[config.mk]
export PLATFORM = sky130hd
export DESIGN_NAME = uart_tx_cfg
export DESIGN_NICKNAME = d
export VERILOG_FILES = /design/src/rtl/uart_tx_cfg.sv
export SDC_FILE = /design/constraint.sdc
export NUM_CORES = 1
export LEC_CHECK = 0
export CELL_PAD_IN_SITES_DETAIL_PLACEMENT = 1
export CELL_PAD_IN_SITES_GLOBAL_PLACEMENT = 2
export CORE_UTILIZATION = 37
export CTS_BUF_LIST = sky130_fd_sc_hd__clkbuf_4 sky130_fd_sc_hd__clkbuf_8
export DETAILED_ROUTE_END_ITERATION = 10
export HOLD_SLACK_MARGIN = 0.15
export PLACE_DENSITY = 0.83
export RECOVER_POWER = 25
export SYNTH_ARGS = -nofsm -noshare
export SYNTH_HDL_FRONTEND = slang
export SYNTH_SLANG_ARGS = --single-unit
[constraint.sdc]
create_clock -name clk -period 4.3 [get_ports clk]
set_clock_uncertainty 0.1 [all_clocks]
set_input_delay 0.645 -clock clk [delete_from_list [all_inputs] [get_ports clk]]
set_output_delay 0.645 -clock clk [all_outputs]
set_load 0.05 [all_outputs]
[src/rtl/uart_tx_cfg.sv]
// Configurable UART transmitter: 5..9 data bits, optional even/odd parity,
// 1 or 2 stop bits, oversampled bit timing and a valid/ready input handshake.
module uart_tx_cfg #(
  parameter int DATA_BITS  = 8,
  parameter int PARITY_EN  = 0,
  parameter int PARITY_ODD = 0,
  parameter int STOP_BITS  = 1,
  parameter int OVERSAMPLE = 16
) (
  input  logic                 clk,
  input  logic                 rst,
  input  logic                 b_tick,
  input  logic                 tx_valid,
  input  logic [DATA_BITS-1:0] tx_data,
  output logic                 tx_ready,
  output logic                 tx_busy,
  output logic                 tx_done,
  output logic                 tx
);

  localparam int TICK_W = (OVERSAMPLE > 1) ? $clog2(OVERSAMPLE) : 1;
  localparam int BIT_W  = (DATA_BITS > 1) ? $clog2(DATA_BITS) : 1;
  localparam int STOP_W = (STOP_BITS > 1) ? $clog2(STOP_BITS) : 1;

  localparam logic [TICK_W-1:0] TICK_LAST = TICK_W'(OVERSAMPLE - 1);
  localparam logic [BIT_W-1:0]  BIT_LAST  = BIT_W'(DATA_BITS - 1);
  localparam logic [STOP_W-1:0] STOP_LAST = STOP_W'(STOP_BITS - 1);

  typedef enum logic [2:0] {
    IDLE,
    START,
    DATA,
    PARITY,
    STOP
  } state_t;

  state_t                 state_reg,    state_next;
  logic [TICK_W-1:0]      tick_cnt_reg, tick_cnt_next;
  logic [BIT_W-1:0]       bit_cnt_reg,  bit_cnt_next;
  logic [STOP_W-1:0]      stop_cnt_reg, stop_cnt_next;
  logic [DATA_BITS-1:0]   shift_reg,    shift_next;
  logic                   parity_reg,   parity_next;
  logic                   tx_reg,       tx_next;
  logic                   ready_reg,    ready_next;
  logic                   busy_reg,     busy_next;
  logic                   done_reg,     done_next;
  logic                   bit_end;

  always_ff @(posedge clk) begin
    if (rst) begin
      state_reg    <= IDLE;
      tick_cnt_reg <= '0;
      bit_cnt_reg  <= '0;
      stop_cnt_reg <= '0;
      shift_reg    <= '0;
      parity_reg   <= 1'b0;
      tx_reg       <= 1'b1;
      ready_reg    <= 1'b1;
      busy_reg     <= 1'b0;
      done_reg     <= 1'b0;
    end else begin
      state_reg    <= state_next;
      tick_cnt_reg <= tick_cnt_next;
      bit_cnt_reg  <= bit_cnt_next;
      stop_cnt_reg <= stop_cnt_next;
      shift_reg    <= shift_next;
      parity_reg   <= parity_next;
      tx_reg       <= tx_next;
      ready_reg    <= ready_next;
      busy_reg     <= busy_next;
      done_reg     <= done_next;
    end
  end

  // Last tick of the current bit period: every state transition happens here.
  assign bit_end = b_tick && (tick_cnt_reg == TICK_LAST);

  always_comb begin
    state_next    = state_reg;
    tick_cnt_next = tick_cnt_reg;
    bit_cnt_next  = bit_cnt_reg;
    stop_cnt_next = stop_cnt_reg;
    shift_next    = shift_reg;
    parity_next   = parity_reg;
    tx_next       = tx_reg;
    ready_next    = ready_reg;
    busy_next     = busy_reg;
    done_next     = 1'b0;

    if (state_reg != IDLE && b_tick) begin
      tick_cnt_next = bit_end ? '0 : tick_cnt_reg + TICK_W'(1);
    end

    case (state_reg)
      IDLE: begin
        // b_tick is ignored here and on the accept edge itself
        if (tx_valid && ready_reg) begin
          shift_next    = tx_data;
          parity_next   = (PARITY_ODD != 0) ? ~^tx_data : ^tx_data;
          tx_next       = 1'b0;
          ready_next    = 1'b0;
          busy_next     = 1'b1;
          tick_cnt_next = '0;
          bit_cnt_next  = '0;
          stop_cnt_next = '0;
          state_next    = START;
        end
      end

      START: begin
        if (bit_end) begin
          tx_next      = shift_reg[0];
          shift_next   = shift_reg >> 1;
          bit_cnt_next = '0;
          state_next   = DATA;
        end
      end

      DATA: begin
        if (bit_end) begin
          if (bit_cnt_reg == BIT_LAST) begin
            if (PARITY_EN != 0) begin
              tx_next    = parity_reg;
              state_next = PARITY;
            end else begin
              tx_next       = 1'b1;
              stop_cnt_next = '0;
              state_next    = STOP;
            end
          end else begin
            tx_next      = shift_reg[0];
            shift_next   = shift_reg >> 1;
            bit_cnt_next = bit_cnt_reg + BIT_W'(1);
          end
        end
      end

      PARITY: begin
        if (bit_end) begin
          tx_next       = 1'b1;
          stop_cnt_next = '0;
          state_next    = STOP;
        end
      end

      STOP: begin
        if (bit_end) begin
          if (stop_cnt_reg == STOP_LAST) begin
            tx_next    = 1'b1;
            ready_next = 1'b1;
            busy_next  = 1'b0;
            done_next  = 1'b1;
            state_next = IDLE;
          end else begin
            stop_cnt_next = stop_cnt_reg + STOP_W'(1);
          end
        end
      end

      default: begin
        tx_next    = 1'b1;
        ready_next = 1'b1;
        busy_next  = 1'b0;
        state_next = IDLE;
      end
    endcase
  end

  assign tx       = tx_reg;
  assign tx_ready = ready_reg;
  assign tx_busy  = busy_reg;
  assign tx_done  = done_reg;

endmodule

# Yosys cells after proc, flatten, opt, wreduce, memory -nomap -nowiden
# Cells that the tools add are included.
[totals]
out_inout_bits = 4
reg_bits = 23
input_bits = 12
[classes]
reduce_logical = 14
n_eq_ne = 14
muxes = 42
addsub = 3
bitwise_logic = 3
[op_table]
columns = ["cell", "count"]
rows = [
  ["3-bit two-way mux", 11],
  ["8-bit two-way mux", 4],
  ["8-bit one-hot mux with 3 select lines", 1],
  ["1-bit two-way mux", 16],
  ["4-bit two-way mux", 4],
  ["2-bit != test, second input constant", 8],
  ["3-bit one-hot mux with 5 select lines", 1],
  ["6-bit AND reduction", 2],
  ["3-bit one-hot mux with 3 select lines", 1],
  ["7-bit AND reduction", 1],
  ["3-bit by 2-bit == test with 1-bit output, second input constant", 2],
  ["3-bit == test, second input constant", 2],
  ["1-bit one-hot mux with 3 select lines", 2],
  ["3-bit nonzero test", 2],
  ["3-bit OR reduction", 2],
  ["1-bit one-hot mux with 5 select lines", 1],
  ["5-bit AND reduction", 1],
  ["4-bit by 1-bit adder with 4-bit output, second input constant", 1],
  ["4-bit == test, second input constant", 1],
  ["1-bit one-hot mux with 4 select lines", 1],
  ["4-bit AND reduction", 1],
  ["4-bit nonzero test", 1],
  ["3-bit by 1-bit adder with 3-bit output, second input constant", 1],
  ["3-bit by 1-bit == test with 1-bit output, second input constant", 1],
  ["other kinds (4)", 8],
]

# Logic depth before layout (Yosys ltp)
[logic_depth]
depth_word = 6
ltp_mapped = 6

# Worst setup path before layout
# No wires, ideal clock.
[synth_timing]
kind = "flip-flop to flip-flop"
start = "reg ready_reg, in the netlist tx_ready"
end = "reg shift_reg[1]"
path_buffers = 1
stages_incl_launch_ff = 6
arrival_ns = 1.391
t_required_ns = 4.084
period_less_slack_ns = 1.608
setup_time_ns = 0.116
setup_slack_ns = 2.692
cell_sequence = "dfxtp_1 > and4bb_4 > and2_4 > buf_6 > o22ai_1 > o211a_1"
[synth_via]
elab_chain_cells = 3
[synth_lines]
columns = ["item", "line", "source"]
rows = [
  ["start, declared", "44", "logic ready_reg, ready_next;"],
  ["start signal, assigned", "69", "ready_reg <= ready_next;"],
  ["1-bit logical AND", "97", "if (tx_valid && ready_reg) begin"],
  ["2-bit != test (no line)", "--", ""],
  ["5-bit AND reduction (no line)", "--", ""],
  ["end signal, assigned", "66", "shift_reg <= shift_next;"],
  ["end, declared", "41", "logic [DATA_BITS-1:0] shift_reg, shift_next;"],
]
# Every way passes these cells.
# A chain may end at the register's enable or synchronous reset.

# Final worst setup path
[layout_timing]
start = "in tx_valid"
end = "reg shift_reg[1]"
[layout_via]
elab_chain_cells = 3
[layout_lines]
columns = ["item", "line", "source"]
rows = [
  ["start, declared", "13", "input logic tx_valid,"],
  ["1-bit logical AND", "97", ""],
  ["2-bit != test (no line)", "--", ""],
  ["5-bit AND reduction (no line)", "--", ""],
]
# Every way passes these cells.

==> results.sh <==
export IMPL_avgRoutedWirePerCell_um=15.5
export IMPL_nFillCells=377
export IMPL_drive_above_1_share=0.0942
export IMPL_largest_reg_flops=8
export IMPL_syn_to_final_growth_pct=14.0
export IMPL_clk_latency_ns=0.30
export IMPL_routabilityCongestion=0.741
export IMPL_syn_num_nets=143
export IMPL_syn_avg_cell_area_um2=9.37
export IMPL_dr_pass1_iters=4
export IMPL_grt_pass1_wl_um=4950
export IMPL_dr_first_iter_drc_count=21
export IMPL_die_h_um=58.9
export IMPL_finalHoldViolations=0
export IMPL_io_pins=16
export IMPL_clkSlewWorstSetupHoldPaths_ns=0.12
export IMPL_antenna_cells=0
export IMPL_antenna_left=0
export IMPL_post_cts_repair_setup_buffers=0
export IMPL_pwr_share_seq=0.569
export IMPL_period_share=0.544
export IMPL_cts_buffers=3
export IMPL_hold_buffers=0
export IMPL_clock_sinks=22
export IMPL_finish_instance_area_mm2=0.00137
export IMPL_p_int_mw=0.283
export IMPL_grt_use_total=0.191
export IMPL_slowest_delay_ns=0.65
export IMPL_rows=20
export IMPL_die_w_um=58.9
export IMPL_grt_pass1_vias=1120
export IMPL_die_area_mm2=0.00347
export IMPL_clockBufferDepth=2
export IMPL_path_max_fanout=13
export IMPL_crit_required_ns=4.41
export IMPL_netSwitchingPower_mw=0.115
export IMPL_cp_arrival_ns=2.45
export IMPL_start_util=0.393
export IMPL_setup_violations=0
export IMPL_dp_hpwl_um=2060
export IMPL_synth_edf_count=0
export IMPL_root_buffer="clkbuf_4"
export IMPL_synth_distinct_cells=43
export IMPL_rsz0062_at_grt="false"
export IMPL_cp_cell_sequence="dlygate4sd3_1, and4bb_1, and2_0, o22ai_1, o211a_1"
export IMPL_dpl_instance_area_mm2=0.00135
export IMPL_power_frac_clock=0.235
export IMPL_power_density_mw_per_mm2=291
export IMPL_path_class="in2reg"
export IMPL_slew_violations=0
export IMPL_drc=0
export IMPL_port_buffers=15
export IMPL_synth_ff_type="dfxtp_1"
export IMPL_antenna_found_initial=0
export IMPL_nets=155
export IMPL_synth_async_reset_ratio=0
export IMPL_grt_overflow=0
export IMPL_sw_frac_of_total=0.290
export IMPL_ys_warnings_count=0
export IMPL_ys_seq_area_frac=0.367
export IMPL_min_period_ns=2.34
export IMPL_status="completed"
export IMPL_cts_htree_levels=1
export IMPL_cts_tree="yes"
export IMPL_netlist_area_mm2=0.00120
export IMPL_hold_path_class="reg2reg"
export IMPL_slew_headroom=0.490
export IMPL_grt_max_degree=17
export IMPL_viasPerCell=5.71
export IMPL_p_leak_nw=0.567
export IMPL_setup_tns_ns=0
export IMPL_core_mm2=0.00305
export IMPL_wl_um=2830
export IMPL_p_comb_frac=0.196
export IMPL_max_cap_violations=0
export IMPL_slowest_stage="and2_0"
export IMPL_cp_start_kind="primary input"
export IMPL_worstMarginPinSlew_ns=0.764
export IMPL_end_kind="flop"
export IMPL_max_clock_freq_mhz=428
export IMPL_ir_worst_vdd_v=0.0000973
export IMPL_synthCells=128
export IMPL_ys_ff_latch=22
export IMPL_post_cts_resized=0
export IMPL_via_count=1040
-- critical path: cells and delay by family --
kind                   cells  cell delay, ns
AO/OA/AOI/OAI              2            0.33
AND/OR/NAND/NOR            2            0.93
buffers and inverters      1            0.55
-- metal layers --
layer | track usage | routed length [um]
met1 | 0.213 | 1210
met2 | 0.351 | 1500
met3 | 0.0308 | 82
met4 | 0.0884 | 34
met5 | 0 | 0
-- synth_stat cells, drive strengths merged, types with 3 or more instances --
master,instances,area share
o211a,9,0.081
nand2,6,0.025
o21ai,4,0.017
buf,5,0.035
a21oi,16,0.067
dfxtp,22,0.37
clkbuf,3,0.0094
inv,4,0.013
nor2,3,0.0094
o22ai,7,0.036
o31ai,3,0.023
nor3,16,0.067
ha,3,0.031
-- final timing paths --
check                             startpoint            to  slack (ns)  cells after the start
worst max register to register  state_reg[0]  shift_reg[1]        2.14                      4
worst min register to register  shift_reg[7]  shift_reg[7]        0.39                      2
worst min-delay path            shift_reg[7]  shift_reg[7]        0.39                      2
worst max-delay path                tx_valid  shift_reg[1]        1.96                      5
-- power by group through the flow --
| stage | combinational [mW] | sequential (mW) | clock, mW |
|---|---|---|---|
| after floorplan | 0.0517 | 0.235 | 0 |
| final | 0.0780 | 0.227 | 0.0935 |
| after detailed placement | 0.0809 | 0.232 | 0 |
| after CTS | 0.0812 | 0.227 | 0.101 |
| after global routing | 0.0865 | 0.229 | 0.108 |
| after global placement | 0.0792 | 0.231 | 0 |
-- layout make-up --
cell class / count / area [um^2] / area share
inverter: 4 / 15.0 / 0.0110
clock buffer: 3 / 22.5 / 0.0165
timing repair buffer: 15 / 150 / 0.110
multi-input combinational: 94 / 684 / 0.500
tap: 44 / 55.1 / 0.0403
sequential: 22 / 440 / 0.322
-- metrics by stage --
stage	total power, mW	util	hold WS, ns	setup slack (ns)	std cells
detailed placement	0.313	0.443	0.375	1.91	179
CTS	0.409	0.450	0.394	2.02	182
global placement	0.310	0.443	0.355	1.96	179
finish	0.398	0.448	0.390	1.96	182
floorplan	0.287	-	0.337	2.69	128
global route	0.424	0.448	0.429	1.83	182
-- cells by family (layout without fill, tap and decap cells) --
| kind of cell | count (synthesis) | count (layout) | synth area share |
|---|---|---|---|
| xor gates and xnor gates | 3 | 3 | 0.0344 |
| adders and majority gates | 3 | 3 | 0.0313 |
| muxes | 1 | 1 | 0.00834 |
| and+or+nand+nor | 42 | 42 | 0.224 |
| DFF | 22 | 22 | 0.367 |
| buffers and inverters | 12 | 22 | 0.0573 |
| AOI/OAI and AO/OA | 45 | 45 | 0.277 |
-- layout by cell type, fill, tap and decap left out, drive strengths merged, types with 3 or more instances in the layout --
cell type	Yosys	routed
a21oi	16	16
clkbuf	3	3
clkdlybuf4s50	0	12
dfxtp	22	22
dlygate4sd3	0	3
ha	3	3
inv	4	4
nand2	6	6
nor2	3	3
nor3	16	16
o211a	9	9
o21ai	4	4
o22ai	7	7
o31ai	3	3
(Power assumes the default switching activity.)
